**src/rtl/obi_wishbone_bridge.sv**
```systemverilog
// Bridges a core req/gnt/rvalid memory port to a Wishbone classic master, one transaction at a time.
// Optional bus-cycle watchdog enabled by defining BRIDGE_TIMEOUT_EN.
module obi_wishbone_bridge #(
    parameter int ADDR_WIDTH     = 32,
    parameter int DATA_WIDTH     = 32,
    parameter int ALIGN_ADDR     = 1,
    parameter int TIMEOUT_CYCLES = 255
) (
    input  logic                    clk,
    input  logic                    rst_n,
    input  logic                    req_i,
    output logic                    gnt_o,
    input  logic                    we_i,
    input  logic [DATA_WIDTH/8-1:0] be_i,
    input  logic [ADDR_WIDTH-1:0]   addr_i,
    input  logic [DATA_WIDTH-1:0]   wdata_i,
    output logic                    rvalid_o,
    output logic [DATA_WIDTH-1:0]   rdata_o,
    output logic                    err_o,
    output logic                    wb_cyc_o,
    output logic                    wb_stb_o,
    output logic                    wb_we_o,
    output logic [DATA_WIDTH/8-1:0] wb_sel_o,
    output logic [ADDR_WIDTH-1:0]   wb_addr_o,
    output logic [DATA_WIDTH-1:0]   wb_data_o,
    input  logic [DATA_WIDTH-1:0]   wb_data_i,
    input  logic                    wb_ack_i
);

    localparam int BE_W  = DATA_WIDTH / 8;
    localparam int OFF_W = $clog2(BE_W);
    localparam logic [ADDR_WIDTH-1:0] ADDR_MASK =
        (ALIGN_ADDR != 0) ? ({ADDR_WIDTH{1'b1}} << OFF_W) : {ADDR_WIDTH{1'b1}};

    typedef enum logic [1:0] {
        S_IDLE = 2'd0,
        S_BUS  = 2'd1,
        S_RESP = 2'd2
    } state_t;

    state_t                  state_q, state_d;
    logic                    we_q, we_d;
    logic [BE_W-1:0]         be_q, be_d;
    logic [ADDR_WIDTH-1:0]   addr_q, addr_d;
    logic [DATA_WIDTH-1:0]   wdata_q, wdata_d;
    logic [DATA_WIDTH-1:0]   rdata_q, rdata_d;

`ifdef BRIDGE_TIMEOUT_EN
    localparam int CNT_W = ($clog2(TIMEOUT_CYCLES + 1) > 8) ? $clog2(TIMEOUT_CYCLES + 1) : 8;
    localparam logic [CNT_W-1:0] CNT_LAST = CNT_W'(TIMEOUT_CYCLES - 1);

    logic [CNT_W-1:0] cnt_q, cnt_d;
    logic             err_q, err_d;
    logic             timeout_hit;

    // The cycle whose count equals CNT_LAST is the last BUS cycle allowed.
    assign timeout_hit = (cnt_q == CNT_LAST);
`endif

    always_comb begin
        state_d = state_q;
        we_d    = we_q;
        be_d    = be_q;
        addr_d  = addr_q;
        wdata_d = wdata_q;
        rdata_d = rdata_q;
        gnt_o   = 1'b0;
`ifdef BRIDGE_TIMEOUT_EN
        cnt_d   = cnt_q;
        err_d   = err_q;
`endif
        case (state_q)
            S_IDLE: begin
                gnt_o = req_i;
                if (req_i) begin
                    we_d    = we_i;
                    be_d    = be_i;
                    addr_d  = addr_i & ADDR_MASK;
                    wdata_d = wdata_i;
                    state_d = S_BUS;
`ifdef BRIDGE_TIMEOUT_EN
                    cnt_d   = '0;
`endif
                end
            end
            S_BUS: begin
                // An ack in the expiry cycle still completes normally.
                if (wb_ack_i) begin
                    rdata_d = we_q ? '0 : wb_data_i;
                    state_d = S_RESP;
`ifdef BRIDGE_TIMEOUT_EN
                    err_d   = 1'b0;
                end else if (timeout_hit) begin
                    rdata_d = '0;
                    err_d   = 1'b1;
                    state_d = S_RESP;
                end else begin
                    cnt_d   = cnt_q + 1'b1;
`endif
                end
            end
            S_RESP: begin
                state_d = S_IDLE;
            end
            default: begin
                state_d = S_IDLE;
            end
        endcase
    end

    always_ff @(posedge clk or negedge rst_n) begin
        if (!rst_n) begin
            state_q <= S_IDLE;
            we_q    <= 1'b0;
            be_q    <= '0;
            addr_q  <= '0;
            wdata_q <= '0;
            rdata_q <= '0;
`ifdef BRIDGE_TIMEOUT_EN
            cnt_q   <= '0;
            err_q   <= 1'b0;
`endif
        end else begin
            state_q <= state_d;
            we_q    <= we_d;
            be_q    <= be_d;
            addr_q  <= addr_d;
            wdata_q <= wdata_d;
            rdata_q <= rdata_d;
`ifdef BRIDGE_TIMEOUT_EN
            cnt_q   <= cnt_d;
            err_q   <= err_d;
`endif
        end
    end

    // Bus and response outputs decode straight from flops so reset drops them asynchronously.
    assign wb_cyc_o  = (state_q == S_BUS);
    assign wb_stb_o  = (state_q == S_BUS);
    assign wb_we_o   = we_q;
    assign wb_sel_o  = be_q;
    assign wb_addr_o = addr_q;
    assign wb_data_o = wdata_q;
    assign rvalid_o  = (state_q == S_RESP);
    assign rdata_o   = rdata_q;
`ifdef BRIDGE_TIMEOUT_EN
    assign err_o     = (state_q == S_RESP) & err_q;
`else
    assign err_o     = 1'b0;
`endif

endmodule

```
**config.mk**
```make
export PLATFORM = sky130hd
export DESIGN_NAME = obi_wishbone_bridge
export DESIGN_NICKNAME = d
export VERILOG_FILES = /design/src/rtl/obi_wishbone_bridge.sv
export SDC_FILE = /design/constraint.sdc
export NUM_CORES = 1
export LEC_CHECK = 0
export CAP_MARGIN = 40
export CORE_AREA = 2 2 114 116
export CTS_BUF_LIST = sky130_fd_sc_hd__clkbuf_4 sky130_fd_sc_hd__clkbuf_8
export DETAILED_ROUTE_END_ITERATION = 6
export DIE_AREA = 0 0 116 118
export PLACE_DENSITY = 0.68
export SLEW_MARGIN = 25
export SYNTH_ARGS = -nofsm -noshare
export SYNTH_HDL_FRONTEND = slang
export SYNTH_SLANG_ARGS = --single-unit
```
**constraint.sdc**
```tcl
create_clock -name clk -period 4.7 [get_ports clk]
set_clock_uncertainty 0.1 [all_clocks]
set_input_delay 0.94 -clock clk [delete_from_list [all_inputs] [get_ports clk]]
set_output_delay 0.94 -clock clk [all_outputs]
set_load 0.1 [all_outputs]
```
* Yosys cells after proc, flatten, opt, wreduce, memory -nomap -nowiden *
Cells that the tools add are included.

cells by class
  equal/unequal tests = 4
  muxes and demuxes = 5
  reductions and logical operators = 4

operator list
  cell                count
  $mux 32             1
  $reduce_and 2->1    3
  $mux 2              2
  $pmux 2 s2          1
  $eq 2x1->1 const B  1
  $eq 2x2->1 const B  1
  $logic_not 2->1     1
  $ne 2x1->1 const B  1
  $ne 2x2->1 const B  1
  $mux 1              1

word-level totals
  flip-flop bits (word level) = 101
  input bits = 105
  output and inout bits = 106
  word-level logic and storage cells = 19

* Logic depth before layout (Yosys ltp) *
  depth in word-level cells = 3
  mapped depth = 4
  mapped depth without buffers = 2

* Worst setup path before layout *
No wires, ideal clock.

  path kind = flip-flop to output port
  from = register state_q[0]
  to = output port wb_stb_o
  arrival = 2.288 ns
  required time = 3.660 ns
  path slack = 1.372 ns
  stages on the path, launching flop included = 3
  buffers on the path = 1
  path through = dfrtp_1 -> nor2b_1 -> buf_4

on the way
  cells in the longest elaborated chain, start to end = 1

ends and longest elaborated chain
  item                    RTL line  source
  start, declared         41        state_t state_q, state_d;
  start signal, assigned  124       state_q <= state_d;
  $eq 2x1->1              --
  end, declared           21        output logic wb_stb_o,

Every way passes these cells.

* Worst setup path after layout *
  from = input port req_i
  to = output port gnt_o

on the way
  cells in the longest elaborated chain, start to end = 1

ends and longest elaborated chain
  item             RTL line  source
  start, declared  11        input logic req_i,
  $mux 1           72        case (state_q)
  end, declared    12        output logic gnt_o,

Every way passes these cells.

==> impl_metrics.tcl <==
set metrics [dict create \
    rsz0062_at_grt "no" \
    syn-instance-count 258 \
    io_buffers 205 \
    grt_pass1_vias 3762 \
    status "completed" \
    synthArstFlopShare_pct 100 \
    worstPathMaxFanout 2 \
    postPlaceCellArea_um2 8140 \
    path_clk_slew_ns 0.10 \
    multi_input_area_um2 1390 \
    synth-seq-area-share_pct 62.8 \
    netlist_area_um2 4030 \
    antenna_found_initial 0 \
    hold_class "primary input to async pin" \
    period_share_pct 62.8 \
    ant_nets 0 \
    cp_num_buf_inv 2 \
    relSlewSlack_pct 48.6 \
    numCtsBuffers 9 \
    drive_above_1_share_pct 32.1 \
    cts-resized-gates 0 \
    post_cts_buffers 0 \
    setup_viol 0 \
    drt_iter0_drc 85 \
    tns_ns 0 \
    synth_area_leader_cell "dfrtp_1" \
    slowest_delay_ns 0.49 \
    synth-main-ff-cell "dfrtp_1" \
    r2r-end "wb_addr_o[19]" \
    ys_warn_count 0 \
    start_kind "primary input" \
    rr_worst_depth 4 \
    criticalPathCategory "primary input to output pin" \
    ff_latch_area_um2 2530 \
    row_count 41 \
    design_area_um2 8440 \
    synth_edf_count 0 \
    cts-root-buf "clkbuf_8" \
    routed_wirelength_um 12000 \
    yosys_register_bits 101 \
    holdBufCountCts 0 \
    finalHoldViolCount 0 \
    synthToLayoutAreaGrowth_pct 110 \
    whs_ns 0.313 \
    vias_per_cell 4.32 \
    n_fill_cell 863 \
    cts_tree "yes" \
    numClockSinks 101 \
    io_pins 211 \
    fmaxAchievable_mhz 339 \
    dieArea_um2 13700 \
    start_util_pct 32.4 \
    r2r-start "state_q[0]" \
    clk_latency_ns 0.35 \
    rrSetupSlack_ns 2.72 \
    slew_violations 0 \
    dieHeight_um 118 \
    grt_first_pass_wirelength_um 18900 \
    vias 3208 \
    synth_cell_types 13 \
    synth_commonest_cells "dfrtp_1, mux2_2, mux2_1" \
    globalplace.congestion 0.684 \
    synth_top_cell_area_share_pct 62.8 \
    cts_max_level 3 \
    coreArea_um2 12400 \
    dp_hpwl_um 9270 \
    dieWidth_um 116 \
    grt_max_degree 68 \
    first_pass_iters 4 \
    cp_cell_sequence "clkdlybuf4s50_1, nor3b_4, buf_12" \
    endpoint_kind "output pin" \
    worstPathArrival_ns 1.91 \
    required_ns 3.66 \
    post-route-min-period_ns 2.95 \
    clock_path_buffers 2 \
    diodes 0 \
    critPathTopFamily "buffers and inverters" \
    worst_pin_slew_ns 0.771 \
    synth_most_common_cell "dfrtp_1" \
    slowest_stage "clkdlybuf4s50_1" \
    drv_cap 0 \
    wl_per_cell_um 16.1 \
    drcViolationCount 0 \
    grt.total_usage_pct 18.0 \
    grt_overflow 0 \
    nets 670 \
    ys_top_cells_by_area "dfrtp_1, mux2_2, mux2_1, nor2b_1, buf_6" \
    avgSynthCellArea_um2 15.6 \
]
-- how the worst max path moves through the flow --
stage	to	start	slack, ns	depth (start not counted)
after floorplan	wb_stb_o	state_q[0]	1.37	2
after global placement	wb_data_o[30]	req_i	1.61	4
after detailed placement	wb_data_o[2]	req_i	1.58	4
after CTS	gnt_o	req_i	1.73	3
after global routing	gnt_o	req_i	1.70	3
final	gnt_o	req_i	1.75	3
-- cell families (layout without fill, tap and decap cells) --
group / Yosys count / after routing / synth area share [%]
other: 1 / 3 / 0.0931
multiplexers: 99 / 99 / 27.7
AO/OA/AOI/OAI: 1 / 1 / 0.124
AND/OR/NAND/NOR: 38 / 38 / 6.12
flip-flops: 101 / 101 / 62.8
buffers and inverters: 18 / 328 / 3.23
-- final cells by class --
cell class	count	area share, %
timing repair buffer	312	48.2
clock inverter	4	1.13
clock buffer	12	1.81
tap	172	2.55
sequential	101	29.9
multi-input combinational	141	16.4
-- state kept, by name, indices dropped and copies added, names as in the netlist --
| register | cells |
|---|---|
| rdata_o | 32 |
| wb_data_o | 32 |
| wb_addr_o | 30 |
| state_q | 2 |
| wb_we_o | 1 |
| wb_sel_o | 4 |
-- through the flow --
step | utilization [%] | instances | worst slack [ns]
2_1_floorplan | - | 260 | 1.37
3_3_place_gp | 50.0 | 622 | 1.61
3_5_place_dp | 65.6 | 724 | 1.58
4_1_cts | 67.6 | 740 | 1.73
5_1_grt | 68.0 | 742 | 1.70
6_report | 68.0 | 742 | 1.75
-- cells in the final DEF, fill, tap and decap left out --
master / synthesis / final
a21oi_1: 1 / 1
buf_8: 0 / 70
buf_12: 0 / 1
clkdlybuf4s50_1: 0 / 203
clkbuf_4: 0 / 2
conb_1: 1 / 3
mux2_2: 56 / 56
nand2b_1: 2 / 2
nor3b_4: 0 / 1
nor2b_1: 34 / 34
clkinv_2: 0 / 1
buf_16: 0 / 34
clkbuf_8: 0 / 10
dfrtp_1: 101 / 101
mux2_1: 43 / 43
buf_4: 5 / 4
bufinv_16: 0 / 3
and3b_2: 0 / 1
-- worst register-to-register path: cells and delay by family (launching register included) --
kind / cells / cell delay, ns
buffers and inverters: 2 / 0.63
DFF: 1 / 0.46
and+or+nand+nor: 1 / 0.27
muxes: 1 / 0.41
-- layer usage --
layer	vias up	part of all wire (%)	GRT usage [%]
met3	30	6.0	3.86
met4	0	3.3	7.96
li1	1485	-	-
met1	1566	36	19.7
met5	-	0	0
met2	127	55	32.9
Power is not shown: default switching activity piles up to over one toggle a cycle in this logic, so the estimate is an artifact.
==> RTL change 1 (same flow settings) <==
Set the parameter `DATA_WIDTH` to 16 (it was 32).
--- a/src/rtl/obi_wishbone_bridge.sv
+++ b/src/rtl/obi_wishbone_bridge.sv
@@ -3,5 +3,5 @@
 module obi_wishbone_bridge #(
     parameter int ADDR_WIDTH     = 32,
-    parameter int DATA_WIDTH     = 32,
+    parameter int DATA_WIDTH     = 16,
     parameter int ALIGN_ADDR     = 1,
     parameter int TIMEOUT_CYCLES = 255
Interface: changed (6 resized); port bits go from 211 to 143. The function was not compared with the original's and may differ.
==> RTL change 1 against the original RTL <==
Wire length down 38%. Non-clock buffer count down 101. Count of clock-buffer cells in the layout down 1. Sequential cell count down 33. Final area down 33%. Synthesized area down 32%. Worst setup slack worse by 0.023 ns. Critical path type unchanged.
Power is left out: the tool's default activity adds up to more than one toggle a clock period on the data nets, which glitch-free logic cannot reach.
==> RTL change 1: results (changes against the original RTL) <==
status -> finished, final reports clean
Synth cell types -> 15 (+2)
Clk Latency, worst-skew pair -> 0.33 ns (-0.02 ns)
slowest CP cell -> clkdlybuf4s50_1
Slew Limit Headroom -> 0.558 (+0.0718)
worst reg2reg path depth -> 3 (-1)
DP Worst Slack -> 1.71 ns (+0.134 ns)
share of layout cells above drive strength 1 -> 0.399 (+0.0779)
max FFs per register -> 31
largest net degree at the start of global routing -> 51 (-25%)
HPWL after DPL -> 5.88 mm (-37%)
worst r2r dst -> wb_addr_o[1]
vias in the first global route -> 2386 (-37%)
# fillers -> 1084 (+26%)
Ant. Diodes -> 0 (unchanged)
DR WL met3 -> 525 µm (-27%)
global-route usage over all layers -> 0.116 (-0.0639)
met1 GRT Util -> 0.131 (-0.0657)
top routing layer in use -> met4
Wirelength per Cell -> 13.4 µm (-17%)
number of buffers created by CTS -> 9 (unchanged)
Initial DRC Count -> 74 (-13%)
Placed Cells incl. Taps -> 542 (-25%)
Worst path max stage delay -> 0.48 ns
global-route wire length before repair -> 12.1 mm (-36%)
Hold Startpoint -> wb_data_o[12]
Vias/cell -> 3.82 (-12%)
global-route met3 utilization -> 0.0407 (+0.00206)
PortBufs -> 139 (-32%)
Hold Crit Depth -> 1
Yosys warning total -> 0 (unchanged)
placed cell area -> 0.00544 mm² (-33%)
count of nets after finishing -> 452 (-33%)
Critical Path Sink -> gnt_o
Placer Congestion -> 0.692 (+1.1%)
CP top delay family -> buffers and inverters
Worst Path Arrival -> 1.93 ns (+0.02 ns)
routed length on met1 -> 2.87 mm (-33%)
top cells by area, synth -> dfrtp_1 62%, mux2_2 22%, mux2_4 4.9%
met2 Resource Use GR -> 0.201 (-0.128)
Hold/Removal Path Class -> reg2reg
Post-CTS Setup Bufs -> 0 (unchanged)
Hold WS -> 0.392 ns (+0.0794 ns)
cell count after synthesis -> 169 (-34%)
Seq/Total Area, Yosys -> 0.618 (-0.00962)
WL final -> 7.45 mm (-38%)
met2 WL post-DR -> 3.94 mm (-40%)
DRT Pass-1 Iters -> 4 (unchanged)
most frequent cells after synthesis -> 68 x dfrtp_1, 54 x mux2_2, 15 x nor2b_1
WHS Endpoint -> wb_data_o[12]
Worst-path clk slew -> 0.07 ns (-0.03 ns)
Crit Reg-Reg Startpoint -> state_q[1]
initial antenna violation count -> 0 (unchanged)
R2R setup slack -> 2.82 ns (+0.10 ns)
CP startpoint -> req_i
Final min period -> 2.97 ns (+0.0227 ns)
Max Buffers Root-to-Sink -> 2 (unchanged)
RTL change 1: cell types whose count changed in the layout (fill, tap and decap cells not counted), sizes merged, moves of 2 or more:
cell	change
clkdlybuf4s50	-66
buf	-35
mux2	-33
and2b	+3
nor2b	-19
dfrtp	-33
clkinv	+2
RTL change 1: cell type report:
| cell class | count | area (µm²) | area share |
|---|---|---|---|
| Tap cell | 172 | 215 | 0.0380 |
| Multi-Input combinational cell | 91 | 946 | 0.167 |
| Clock buffer | 11 | 145 | 0.0257 |
| Clock inverter | 5 | 75.1 | 0.0133 |
| Sequential cell | 68 | 1700 | 0.301 |
| Timing Repair Buffer | 211 | 2570 | 0.455 |
RTL change 1: cells by family after synthesis:
group | count (synthesis) | synth area share
muxes | 66 | 0.282
other | 1 | 0.00136
buffers and inverters | 11 | 0.0400
AOI/OAI and AO/OA | 1 | 0.00182
DFF | 68 | 0.618
and+or+nand+nor | 22 | 0.0568
==> RTL change 2 (config.mk and constraints unchanged) <==
Made on the original files. Reset style: synchronous (`rst_n`), changed in one clocked block. Comments in the files are not updated.
--- a/src/rtl/obi_wishbone_bridge.sv
+++ b/src/rtl/obi_wishbone_bridge.sv
@@ -109,5 +109,5 @@
     end
 
-    always_ff @(posedge clk or negedge rst_n) begin
+    always_ff @(posedge clk) begin
         if (!rst_n) begin
             state_q <= S_IDLE;
Behaviour: differs if rst_n is asserted again (counterexample within 4 cycles, from zero or initial values and one cycle with rst_n low); with rst_n held inactive, the same outputs for 10 cycles.
==> RTL change 2 against the original RTL <==
Final area up 0.36%. Wire length is 5.6% higher. Worst hold slack better by 0.045 ns. Core utilization rose by 0.24 points. Via count grew 27%. Worst setup slack got worse by 0.0097 ns. Sequential cell count unchanged. Synthesized cell count up 73%. Synthesized area grew 3.7%. Global-route usage grew 0.64 points. Non-clock buffer count up 2.
Power is left out: it rests on default switching activity, and per cell area and clock period it moved more than threefold.
==> RTL change 2: results (changes against the original RTL) <==
R2R setup slack -> 2.67 ns (-0.05 ns)
global-route usage over all layers -> 0.187 (+0.00640)
Worst Path Arrival -> 1.92 ns
Async S/R FF share, synth -> 0 (-1.00)
most frequent cells after synthesis -> 166 x nand2_1, 101 x dfxtp_1, 99 x mux2i_1
CP max FO -> 2 (unchanged)
# resized after CTS -> 0 (unchanged)
Crit Reg-Reg Startpoint -> state_q[0]
Seq/Total Area, Yosys -> 0.484 (-0.144)
global-route wire length before repair -> 20.2 mm (+6.4%)
Worst-path clk slew -> 0.09 ns
vias in the first global route -> 4171 (+11%)
DP Worst Slack -> 1.65 ns (+0.0715 ns)
top cells by area, synth -> dfxtp_1 48%, mux2i_1 24%, nand2_1 15%
worst r2r dst -> wb_addr_o[8]
Initial DRC Count -> 183 (+120%)
Placer Congestion -> 0.740 (+8.1%)
# fillers -> 905 (+4.9%)
WHS Endpoint -> wb_addr_o[6]
share of layout cells above drive strength 1 -> 0.175 (-0.146)
Post-CTS Setup Bufs -> 0 (unchanged)
via count -> 4074 (+27%)
H-tree depth -> 3 (unchanged)
Root Driver -> clkbuf_8
Hold Crit Depth -> 2
worst reg2reg path depth -> 5 (+1)
HPWL after DPL -> 9.59 mm (+3.5%)
Synth cell types -> 16 (+3)
largest net degree at the start of global routing -> 111 (+63%)
Yosys warning total -> 0 (unchanged)
count of nets after finishing -> 838 (+25%)
number of buffers created by CTS -> 9 (unchanged)
Hold/Removal Path Class -> reg2reg
status -> finished, final reports clean
DRT Pass-1 Iters -> 5 (+1)
Hold Startpoint -> wb_addr_o[6]
Hold WS -> 0.358 ns (+0.0452 ns)
Wirelength per Cell -> 13.9 µm (-14%)
RTL change 2: how the worst max path moves through the flow:
stage,start,to,slack (ns),depth (start not counted)
2_1_floorplan,state_q[0],wb_stb_o,1.41,2
3_3_place_gp,req_i,wb_data_o[4],1.60,5
3_5_place_dp,req_i,wb_addr_o[8],1.65,6
4_1_cts,req_i,gnt_o,1.73,3
5_1_grt,req_i,gnt_o,1.69,3
6_report,req_i,gnt_o,1.74,3
RTL change 2: cells by family (layout without fill, tap and decap cells):
group,after synthesis,in the layout,share of synthesized area
other cells,1,3,0.000898
compound gates,1,1,0.00180
simple gates,204,204,0.218
buf+inv,41,330,0.0581
mux,99,99,0.237
flops,101,101,0.484
RTL change 2: cell type report:
type	instances	area share
multi-input combinational	307	0.228
clock buffer	12	0.0180
timing repair buffer	314	0.485
sequential	101	0.239
clock inverter	4	0.00561
tap	172	0.0254
RTL change 2: layer usage:
layer  part of all wire  track usage  wire length (µm)  vias up
met1               0.40        0.211              5060     1849
met5                  0            0                 0        -
met4              0.041       0.0975               511        0
met3              0.063       0.0494               798       38
li1                   -            -                 -     2019
met2               0.50        0.318              6250      168
RTL change 2: per-stage QoR:
step | utilization | area [µm²] | std cells
floorplan | - | 4190 | 449
global placement | 0.504 | 6250 | 789
detailed placement | 0.664 | 8250 | 893
CTS | 0.680 | 8450 | 909
global route | 0.683 | 8470 | 910
finish | 0.683 | 8470 | 910
RTL change 2: critical path: stages:
cell and delay, ns:
clkdlybuf4s50_1 0.46, nor3b_4 0.19, buf_4 0.32
